===== src/rtl/cpu_ad48_bpred.sv =====
// Direct-mapped branch target buffer with saturating direction counters.
// Table is invalidated by a sequential INIT sweep after reset or flush; lookups are registered.
module cpu_ad48_bpred #(
  parameter int ADDR_W  = 48,
  parameter int ENTRIES = 16,
  parameter int TAG_W   = 12,
  parameter int CTR_W   = 2
) (
  input  logic              clk,
  input  logic              resetn,
  input  logic              flush,
  input  logic              lk_valid,
  input  logic [ADDR_W-1:0] lk_pc,
  input  logic              up_valid,
  input  logic [ADDR_W-1:0] up_pc,
  input  logic              up_taken,
  input  logic [ADDR_W-1:0] up_target,
  output logic              ready,
  output logic              pred_valid,
  output logic              pred_hit,
  output logic              pred_taken,
  output logic [ADDR_W-1:0] pred_target,
  output logic              dbg_state
);

  localparam int IDX_W = $clog2(ENTRIES);
  localparam logic [CTR_W-1:0] CTR_MAX  = {CTR_W{1'b1}};
  localparam logic [CTR_W-1:0] CTR_INIT = CTR_W'(1) << (CTR_W - 1);
  localparam logic [IDX_W-1:0] IDX_LAST = IDX_W'(ENTRIES - 1);

  typedef enum logic {ST_INIT = 1'b0, ST_READY = 1'b1} state_t;

  state_t           state, state_nxt;
  logic [IDX_W-1:0] clr_idx, clr_idx_nxt;
  logic             clr_en;

  logic              tbl_valid  [ENTRIES];
  logic [TAG_W-1:0]  tbl_tag    [ENTRIES];
  logic [CTR_W-1:0]  tbl_ctr    [ENTRIES];
  logic [ADDR_W-1:0] tbl_target [ENTRIES];

  logic [IDX_W-1:0] lk_idx, up_idx;
  logic [TAG_W-1:0] lk_tag, up_tag;
  logic             lk_hit, up_hit, up_en;

  assign lk_idx = lk_pc[IDX_W-1:0];
  assign lk_tag = lk_pc[IDX_W+TAG_W-1:IDX_W];
  assign up_idx = up_pc[IDX_W-1:0];
  assign up_tag = up_pc[IDX_W+TAG_W-1:IDX_W];

  generate
    if (ADDR_W > IDX_W + TAG_W) begin : g_unused_pc
      logic unused_pc_bits;
      assign unused_pc_bits = ^{lk_pc[ADDR_W-1:IDX_W+TAG_W], up_pc[ADDR_W-1:IDX_W+TAG_W]};
    end
  endgenerate

  assign ready     = (state == ST_READY);
  assign dbg_state = state;

  always_ff @(posedge clk or negedge resetn) begin
    if (!resetn) begin
      state   <= ST_INIT;
      clr_idx <= '0;
    end else begin
      state   <= state_nxt;
      clr_idx <= clr_idx_nxt;
    end
  end

  // A flush during INIT restarts the sweep so every entry is cleared after the last flush.
  always_comb begin
    state_nxt   = state;
    clr_idx_nxt = clr_idx;
    clr_en      = 1'b0;
    case (state)
      ST_INIT: begin
        clr_en = 1'b1;
        if (flush) begin
          clr_idx_nxt = '0;
        end else if (clr_idx == IDX_LAST) begin
          state_nxt   = ST_READY;
          clr_idx_nxt = '0;
        end else begin
          clr_idx_nxt = clr_idx + 1'b1;
        end
      end
      ST_READY: begin
        if (flush) begin
          state_nxt   = ST_INIT;
          clr_idx_nxt = '0;
        end
      end
      default: begin
        state_nxt   = ST_INIT;
        clr_idx_nxt = '0;
      end
    endcase
  end

  assign lk_hit = ready && tbl_valid[lk_idx] && (tbl_tag[lk_idx] == lk_tag);
  assign up_hit = tbl_valid[up_idx] && (tbl_tag[up_idx] == up_tag);
  assign up_en  = ready && up_valid && !flush;

  // Registered read of the current table contents, so a same-cycle update is not visible.
  always_ff @(posedge clk or negedge resetn) begin
    if (!resetn) begin
      pred_valid  <= 1'b0;
      pred_hit    <= 1'b0;
      pred_taken  <= 1'b0;
      pred_target <= '0;
    end else begin
      pred_valid  <= lk_valid;
      pred_hit    <= lk_valid && lk_hit;
      pred_taken  <= lk_valid && lk_hit && tbl_ctr[lk_idx][CTR_W-1];
      pred_target <= (lk_valid && lk_hit) ? tbl_target[lk_idx] : '0;
    end
  end

  // Table storage has no reset; INIT and updates are mutually exclusive by state.
  always_ff @(posedge clk) begin
    if (clr_en) begin
      tbl_valid[clr_idx] <= 1'b0;
    end
    if (up_en) begin
      if (up_hit) begin
        if (up_taken) begin
          if (tbl_ctr[up_idx] != CTR_MAX) tbl_ctr[up_idx] <= tbl_ctr[up_idx] + 1'b1;
          tbl_target[up_idx] <= up_target;
        end else if (tbl_ctr[up_idx] != '0) begin
          tbl_ctr[up_idx] <= tbl_ctr[up_idx] - 1'b1;
        end
      end else if (up_taken) begin
        tbl_valid[up_idx]  <= 1'b1;
        tbl_tag[up_idx]    <= up_tag;
        tbl_ctr[up_idx]    <= CTR_INIT;
        tbl_target[up_idx] <= up_target;
      end
    end
  end

endmodule


===== config.mk =====
export PLATFORM = sky130hd
export DESIGN_NAME = cpu_ad48_bpred
export DESIGN_NICKNAME = d
export VERILOG_FILES = /design/src/rtl/cpu_ad48_bpred.sv
export SDC_FILE = /design/constraint.sdc
export NUM_CORES = 1
export LEC_CHECK = 0
export CORE_ASPECT_RATIO = 0.5
export CORE_MARGIN = 4
export CORE_UTILIZATION = 50
export CTS_CLUSTER_DIAMETER = 150
export DETAILED_ROUTE_END_ITERATION = 16
export HOLD_SLACK_MARGIN = 0.03
export PLACE_DENSITY = 0.69
export SKIP_CTS_REPAIR_TIMING = 1
export SLEW_MARGIN = 10
export SYNTH_ARGS = -nofsm -noshare
export SYNTH_HDL_FRONTEND = slang
export SYNTH_SLANG_ARGS = --single-unit

===== constraint.sdc =====
create_clock -name clk -period 9.7 [get_ports clk]
set_clock_uncertainty 0.2 [all_clocks]
set_input_delay 1.94 -clock clk [delete_from_list [all_inputs] [get_ports clk]]
set_output_delay 1.94 -clock clk [all_outputs]
set_load 0.1 [all_outputs]

# Word-level counts from Yosys, hierarchy flattened
# Memories as Yosys holds them, arrays and structs flattened.
# Cells that the tools add are included.
# Widths: inputs -> output; s select.
# totals
ff_bits,56
ramBits,1008
in_bits,150
out_inout_bits,53
elab_cells,65
memories,4
# op_classes
addsub,3
n_eq_ne,5
n_mux,33
bitwise,4
n_reduce_logical,10
# mem_list
memory,depth,width,read_ports,rd_ports_with_merged_regs,write_ports,line_no,source
tbl_target,16,48,1,0,1,40,logic [ADDR_W-1:0] tbl_target [ENTRIES];
tbl_tag,16,12,2,0,1,38,logic [TAG_W-1:0] tbl_tag [ENTRIES];
tbl_ctr,16,2,2,0,1,39,logic [CTR_W-1:0] tbl_ctr [ENTRIES];
tbl_valid,16,1,2,0,1,37,logic tbl_valid [ENTRIES];
# op_table
cell,count
$mux 48,2
$eq 12x12->1,2
$mux 1,23
$mux 4,4
$pmux 4 s2,1
$logic_and 1x1->1,7
$add 4x1->4 const B,1
$eq 4x4->1 const B,1
$mux 2,2
$ne 2x2->1 const B,2
$or 1x1->1,3
$add 2x1->2 const B,1
$pmux 1 s2,1
$reduce_bool 2->1,1
$sub 2x1->2 const B,1
$logic_not 1->1,1
$not 1->1,1
$reduce_or 1->1,1

# Logic depth before layout (Yosys ltp)
# Gate-level depths: netlist (run 1).
# An unclocked memory read counts as a cell.
# depth
ltp_word,9
mapped_depth,12
depth_no_buf,8

# Least setup slack after synthesis (run 1)
# OpenSTA, ideal clock, no wires.
# synth_path
kind,input to register
startpoint,in up_pc[1]
endpoint,mem tbl_target[2][0] (enable)
setup_time_ps,513
t_arrival_ps,6432
required_time_ps,8987
path_slack_ps,2555
cell_stages,7
n_path_buf,4
path_cell_list,buf_4 > buf_2 > buf_4 > buf_2 > nor2b_1 > nand2_1 > nor3_1
# synth_via
elab_chain_len,7
word_cells_on_any_way,11
cone_classes,eq/ne (1); mux (6); bitwise (1); reduce/logical (1); memory (2)
# synth_rtl
item,line_no,source
"start, declared",15,"input logic [ADDR_W-1:0] up_pc,"
$mem_v2 16x12,--,
$eq 12x12->1,102,assign up_hit = tbl_valid[up_idx] && (tbl_tag[up_idx] == up_tag);
$logic_and 1x1->1,102,
$mux 1,126,if (up_hit) begin
$mux 1,125,if (up_en) begin
$mux 1 (on tied branches),"129, 137",
$or 1x1->1 (no line),--,
"end, declared",40,
# Several ways; a longest one is shown, not always the timed one.

# Final worst setup path (run 1)
# layout_path
startpoint,in up_pc[2]
endpoint,"mem tbl_ctr[10][0], data pin"
# layout_via
elab_chain_len,9
word_cells_on_any_way,18
cone_classes,add/sub (2); eq/ne (1); mux (10); reduce/logical (2); memory (3)
# layout_rtl
item,line_no,source
$mem_v2 16x2,--,
$reduce_bool 2->1,130,end else if (tbl_ctr[up_idx] != '0) begin
$mux 1,130,
$mux 1,127,if (up_taken) begin
$mux 1,126,
$mux 1,125,
$mux 1 (implied by the code),131,tbl_ctr[up_idx] <= tbl_ctr[up_idx] - 1'b1;
$mux 2 (no line),--,
$mux 2 (no line) *,--,
"end, declared",39,
# Every way passes the cells marked *; elsewhere a longest branch is shown, timed or not.

==> results.tsv, run 1 <==
stage	metric	value	unit
clocking	clk sink count	1064	
worst_hold_path	Hold Path End	clr_idx[3]	
detailed_routing	Routed Antenna Nets	0	
synthesis	Post-Syn Area	0.0427	mm²
detailed_routing	starting DRC count in detailed routing	2333	
global_route	largest net degree at the start of global routing	82	
setup_path	worst path required time	9.83	ns
power	sw frac	20.7	%
setup_path	Crit Path Max Fanout	34	
final_layout	post-route cell area	0.0484	mm²
clocking	CTS tree	done	
detailed_routing	DRC	0	
sta	fin crit period	6.87	ns
power	Int Pwr	0.00732	W
power	share of power burned in the clock network	40.5	%
sta	worst rel slew slack	21.2	%
sta	RSZ-0062 raised after global routing	no	
setup_path	Crit path max-delay family	simple AND/OR/NAND/NOR gates	
worst_hold_path	hold crit path type	flop to flop	
synthesis	Ys Warns	0	
sta	Sum Neg Setup Slack	0	ns
global_route	grt peak-use layer	met2	
setup_path	cell repeated most along the worst path	o21ai_0	
status	status	complete, no violations	
floorplanning	die area	0.0904	mm²
global_route	remaining global-route overflow	0	
final_layout	FF+latch area	0.0317	mm²
setup_path	WP buf/inv	2	
global_route	Tot GR Track Use	21.3	%
power	Pwr Density	191	mW/mm²
floorplanning	Die Y	215	µm
sta	max-slew violation count	0	
power	Sw Pwr	0.00191	W
place	Placement Cell Area	0.0454	mm²
synthesis	Main synth FF type	edfxtp_1	
synthesis	Async S/R FF share, synth	5.26	%
clocking	Worst-Skew Late Latency	0.69	ns
clocking	Clock Path Buffers	3	
clocking	cts bufs inserted	93	
power	worst vdd ir	110	µV
synthesis	Synth cell types	51	
setup_path	Critical R2R Launch	tbl_tag[15][11]	
setup_path	WS Path Type	input pin to flop	
power	Logic pwr share	5.0	%
power	Reg power frac	54.5	%
worst_hold_path	Hold Path Depth	2	
floorplanning	starting density of the core	50.7	%
global_route	met3 Track Usage GR	3.80	%
global_route	met2 usage in global routing	34.3	%
global_route	met1 usage	30.9	%
final_layout	Util after Layout	57.5	%
global_route	global-route wire length before repair	142000	µm
synthesis	top-area cell type share of the netlist area	70.9	%
place	Final Wtd Congestion	0.808	
setup_path	reg2reg setup slack	4.91	ns
worst_hold_path	Hold Crit Start	clr_idx[3]	
clocking	clk root buf	clkbuf_16	
sta	Fmax	146	MHz
job	max-capacitance violation count	0	
synthesis	Synth Register Bits	1064	
final_layout	multi-input logic area	0.0105	mm²
floorplanning	# IOs	203	
setup_path	CP arrival	7.00	ns
sta	Fin. Hold Viols	0	
final_layout	Nets	2212	
synthesis	post-synth net total	2041	
global_route	vias in the first global route	21188	
synthesis	Synth area leaders	edfxtp_1, mux4_2, dfrtp_1	
setup_path	RR Endpoint	tbl_ctr[10][0]	
sta	worst slew pin tran	1.18	ns
synthesis	EDFF count, synth	1008	
setup_path	CP endpoint kind	flop	
floorplanning	Die W	421	µm
setup_path	CP startpoint kind	input pin	
detailed_routing	routed length per instance	29.2	µm
sta	final setup vio count	0	
synthesis	dominant cell by count in the synthesized netlist	edfxtp_1	
synthesis	Avg Inst Size Synth	22.6	µm²
synthesis	Syn Inst Count	1890	
synthesis	Seq/Total Area, Yosys	74.2	%
place	I/O Buffers	138	
setup_path	crit path cell chain	clkdlybuf4s50_1 > buf_4 > nor2_1 > a22oi_1 > a31oi_1 > o21ai_0 > o21ai_0 > nand4_1 > o21ai_2 > nor2b_1	
place	HPWL Detailed	48600	µm
detailed_routing	DRT Pass-1 Iters	7	
floorplanning	Rows	75	
detailed_routing	Post-Route WL	95200	µm
power	Power, Total	0.00923	W
floorplanning	total core area	0.0843	mm²
clocking	clk slew on worst S/H paths	0.07	ns
synthesis	most common library cells after synthesis	edfxtp_1, mux4_2, dfrtp_1, mux2i_1, nor2b_2	
clocking	CTS H-Tree Depth	3	
power	Leakage Power	15.3	nW
global_route	initial antenna violation count	3	
setup_path	critical path's largest stage delay	1.00	ns
final_layout	filler instances	6059	
final_layout	Area growth, synth to finish	13.4	%
final_layout	layout cells sized above 1	28.6	%
setup_path	critical path's slowest cell	o21ai_2	
setup_path	worst r2r path cells	8	
sta	final period utilization	70.8	%
detailed_routing	DR vias	20261	
synthesis	Synth area leader	edfxtp_1	
detailed_routing	vias per cell	6.22	
sta	worst hold margin	0.448	ns
-- flip-flops by register name, indices dropped and copies added (netlist names) --
| signal | count |
|---|---|
| tbl_valid | 16 |
| pred_taken | 1 |
| tbl_tag | 192 |
| pred_target | 48 |
| tbl_target | 768 |
| dbg_state | 1 |
| tbl_ctr | 32 |
| clr_idx | 4 |
| pred_valid | 1 |
| pred_hit | 1 |
-- layout by cell type (no fill, tap or decap), types with 15 or more instances in the layout --
cell type	instances
mux4_2	351
dfrtp_1	56
edfxtp_1	1008
mux2i_1	56
clkdlybuf4s50_1	131
nor2_1	29
o22ai_1	15
clkbuf_16	94
nor2b_2	49
nand2_1	38
clkbuf_1	22
nor4_1	18
a22oi_1	18
clkinv_1	18
buf_4	51
-- through the flow --
step | setup slack [ns] | std cells
finish | 2.83 | 3256
global route | 2.49 | 3256
CTS | 2.89 | 3254
detailed placement | 2.17 | 3082
global placement | 2.32 | 3082
floorplan | 2.56 | 1890
-- worst register-to-register path: stages (launching register included) --
cell and delay [ns]:
edfxtp_1 0.39, mux4_2 0.53, and2_0 0.24, o221ai_1 0.29, o211ai_1 0.15, nor3b_1 0.38, nand4_1 0.33, o21ai_2 1.00
nor2b_1 0.93
-- how the worst max path moves through the flow --
stage	to	startpoint	cells past startpoint	slack, ns
CTS	tbl_ctr[8][0]	up_pc[2]	10	2.89
floorplan	tbl_target[2][0]	up_pc[1]	7	2.56
detailed placement	tbl_ctr[14][0]	up_pc[2]	10	2.17
global placement	tbl_ctr[8][0]	up_pc[2]	10	2.32
finish	tbl_ctr[10][0]	up_pc[2]	10	2.83
global route	tbl_ctr[10][0]	up_pc[2]	10	2.49
-- routing by layer --
layer  vias up  part of all wire, %
met5         -                0.021
met4         2                  1.8
met3       133                  6.3
met2       728                   49
met1     11018                   43
li1       8380                    -
-- cell type report --
type | count | share of cell area [%]
Antenna cell | 2 | 0.0103
Clock buffer | 121 | 5.17
Clock inverter | 51 | 1.10
Sequential cell | 1064 | 65.4
Multi-Input combinational cell | 706 | 21.8
Inverter | 10 | 0.0775
Timing Repair Buffer | 186 | 3.59
Tap cell | 1116 | 2.88
-- cells by family (layout without fill, tap and decap cells) --
kind of cell | Yosys count | in the layout | synth area share [%]
AO/OA/AOI/OAI | 73 | 73 | 1.21
XOR/XNOR | 27 | 27 | 0.554
adder cells (fa/ha/maj) | 1 | 1 | 0.0293
buffers and inverters | 120 | 368 | 1.43
flip-flops | 1064 | 1064 | 74.2
multiplexers | 409 | 409 | 19.9
other | 0 | 2 | 0
AND/OR/NAND/NOR | 196 | 196 | 2.73
-- power groups by stage --
stage | combinational (W) | clock, W | sequential, W
6_report | 0.000463 | 0.00374 | 0.00503
4_1_cts | 0.000469 | 0.00381 | 0.00503
5_1_grt | 0.000499 | 0.00402 | 0.00503
3_5_place_dp | 0.000468 | 0 | 0.00513
3_3_place_gp | 0.000461 | 0 | 0.00513
2_1_floorplan | 0.000296 | 0 | 0.00513
(Power assumes the default switching activity.)
==> inputs of run 2 (changes only) <==
Settings changed: PLACE_DENSITY 0.69 to 0.72.
Clock period 9.7 ns to 5.79 ns, I/O delays scaled along.
==> run 2 against run 1 <==
  * Clock power is 71% higher
  * Worst hold slack better by 0.0051 ns
  * Via count grew 1.3%
  * Global-route usage up 0.079 points
  * Largest power group unchanged
  * Worst setup slack worse by 1.6 ns
==> results.tsv, run 2 (synthesis results as in run 1) <==
stage	metric	value	unit
worst_hold_path	hold crit path type	input pin to async pin	
sta	Fmax	222	MHz
detailed_routing	DRT Pass-1 Iters	6	
floorplanning	Die Y	215	µm
sta	worst hold margin	0.453	ns
detailed_routing	routed length per instance	29.1	µm
detailed_routing	Routed Antenna Nets	0	
place	I/O Buffers	138	
setup_path	WS Path Type	input pin to flop	
setup_path	critical path's slowest cell	nor2_1	
detailed_routing	vias per cell	6.24	
clocking	clk root buf	clkbuf_16	
power	Leakage Power	15.6	nW
sta	worst rel slew slack	29.7	%
final_layout	layout cells sized above 1	30.0	%
detailed_routing	DR vias	20516	
place	Placement Cell Area	0.0459	mm²
job	max-capacitance violation count	0	
global_route	vias in the first global route	21196	
detailed_routing	met2 wire len	47700	µm
final_layout	most frequent cells in the layout	edfxtp_1, mux4_2, clkdlybuf4s50_1	
clocking	cts bufs inserted	92	
place	Final Wtd Congestion	0.815	
clocking	CTS H-Tree Depth	3	
final_layout	Reg with most FFs	tbl_target	
sta	RSZ-0062 raised after global routing	no	
setup_path	CP arrival	4.63	ns
clocking	CTS tree	done	
floorplanning	die area	0.0904	mm²
final_layout	multi-input logic area	0.0106	mm²
detailed_routing	metal3 WL	7070	µm
setup_path	Crit Path Max Fanout	22	
setup_path	critical path's largest stage delay	0.73	ns
global_route	global-route wire length before repair	142000	µm
setup_path	CP endpoint kind	flop	
sta	Sum Neg Setup Slack	0	ns
clocking	Clock Path Buffers	3	
final_layout	filler instances	5864	
sta	final period utilization	78.0	%
sta	final setup vio count	0	
detailed_routing	Post-Route WL	95600	µm
sta	worst slew pin tran	1.05	ns
global_route	remaining global-route overflow	0	
setup_path	crit path cell chain	buf_2 > and2_1 > a22oi_1 > a21oi_1 > o221ai_1 > o21ai_0 > buf_4 > nand4_1 > mux2i_1 > nor2_1	
sta	fin crit period	4.51	ns
global_route	initial antenna violation count	4	
detailed_routing	wl on met1	38900	µm
final_layout	FF+latch area	0.0317	mm²
detailed_routing	DRC	0	
power	worst vdd ir	209	µV
status	status	complete, no violations	
floorplanning	starting density of the core	50.7	%
setup_path	CP startpoint kind	input pin	
clocking	clk sink count	1064	
global_route	largest net degree at the start of global routing	86	
detailed_routing	DR top layer	met5	
floorplanning	# IOs	203	
detailed_routing	starting DRC count in detailed routing	2478	
final_layout	Nets	2243	
final_layout	commonest non-fill, non-tap cell in the layout	edfxtp_1	
floorplanning	Rows	75	
final_layout	post-route cell area	0.0491	mm²
sta	Fin. Hold Viols	0	
power	Pwr Density	318	mW/mm²
final_layout	max reg flops	768	
setup_path	worst path required time	5.91	ns
place	HPWL Detailed	49400	µm
clocking	Worst-Skew Late Latency	0.67	ns
floorplanning	total core area	0.0843	mm²
sta	max-slew violation count	0	
floorplanning	Die W	421	µm
global_route	Tot GR Track Use	21.4	%
clocking	clk slew on worst S/H paths	0.06	ns
final_layout	Area growth, synth to finish	15.0	%
setup_path	Crit path max-delay family	simple AND/OR/NAND/NOR gates	
final_layout	Top Registers	tbl_target: 768 flops, tbl_tag: 192 flops, pred_target: 48 flops	
setup_path	WP buf/inv	2	
run 2: cell types whose count changed in the layout (fill, tap and decap cells not counted), moves of 2 or more:
cell,change
buf_12,+22
buf_4,+10
bufinv_16,+4
clkbuf_1,-6
clkinv_16,+2
clkinv_2,+5
inv_16,-2
inv_6,-3
nor3_2,-4
nor3_4,+4
run 2: per-stage QoR:
| stage | total power [W] | setup WS [ns] | instances | utilization [%] |
|---|---|---|---|---|
| 2_1_floorplan | 0.00909 | 0.767 | 1890 | - |
| 3_3_place_gp | 0.00937 | 0.747 | 3114 | 54.5 |
| 3_5_place_dp | 0.00939 | 0.572 | 3114 | 54.5 |
| 4_1_cts | 0.0157 | 1.28 | 3285 | 58.2 |
| 5_1_grt | 0.0161 | 0.948 | 3288 | 58.3 |
| 6_report | 0.0156 | 1.28 | 3288 | 58.3 |
run 2: layer usage:
| layer | vias to the layer above | GRT usage (%) |
|---|---|---|
| met1 | 10996 | 30.9 |
| met4 | 2 | 5.79 |
| met2 | 950 | 34.3 |
| li1 | 8438 | - |
| met3 | 130 | 3.54 |
| met5 | - | 0 |
run 2: cell type report:
type	instances	share of cell area, %
Clock buffer	115	5.08
Sequential cell	1064	64.5
Antenna cell	3	0.0153
Multi-Input combinational cell	706	21.5
Timing Repair Buffer	218	4.60
Clock inverter	56	1.36
Inverter	10	0.0765
Tap cell	1116	2.84
run 2: worst paths after layout:
check / from / endpoint / slack (ns) / cells after the start
max: up_pc[0] / tbl_ctr[11][1] / 1.28 / 10
min: resetn / pred_target[22] / 0.45 / 1
max reg2reg: tbl_tag[3][3] / tbl_ctr[11][1] / 2.19 / 9
min reg2reg: clr_idx[3] / clr_idx[3] / 0.46 / 2
max in group asynchronous: resetn / pred_target[47] / 4.22 / 1
min in group clk: clr_idx[3] / clr_idx[3] / 0.46 / 2
run 2: where the power goes:
group / switching, W / internal, W
Combinational: 0.000416 / 0.000374
Clock: 0.00275 / 0.00366
Sequential: 0.00000488 / 0.00842
Total: 0.00317 / 0.0125
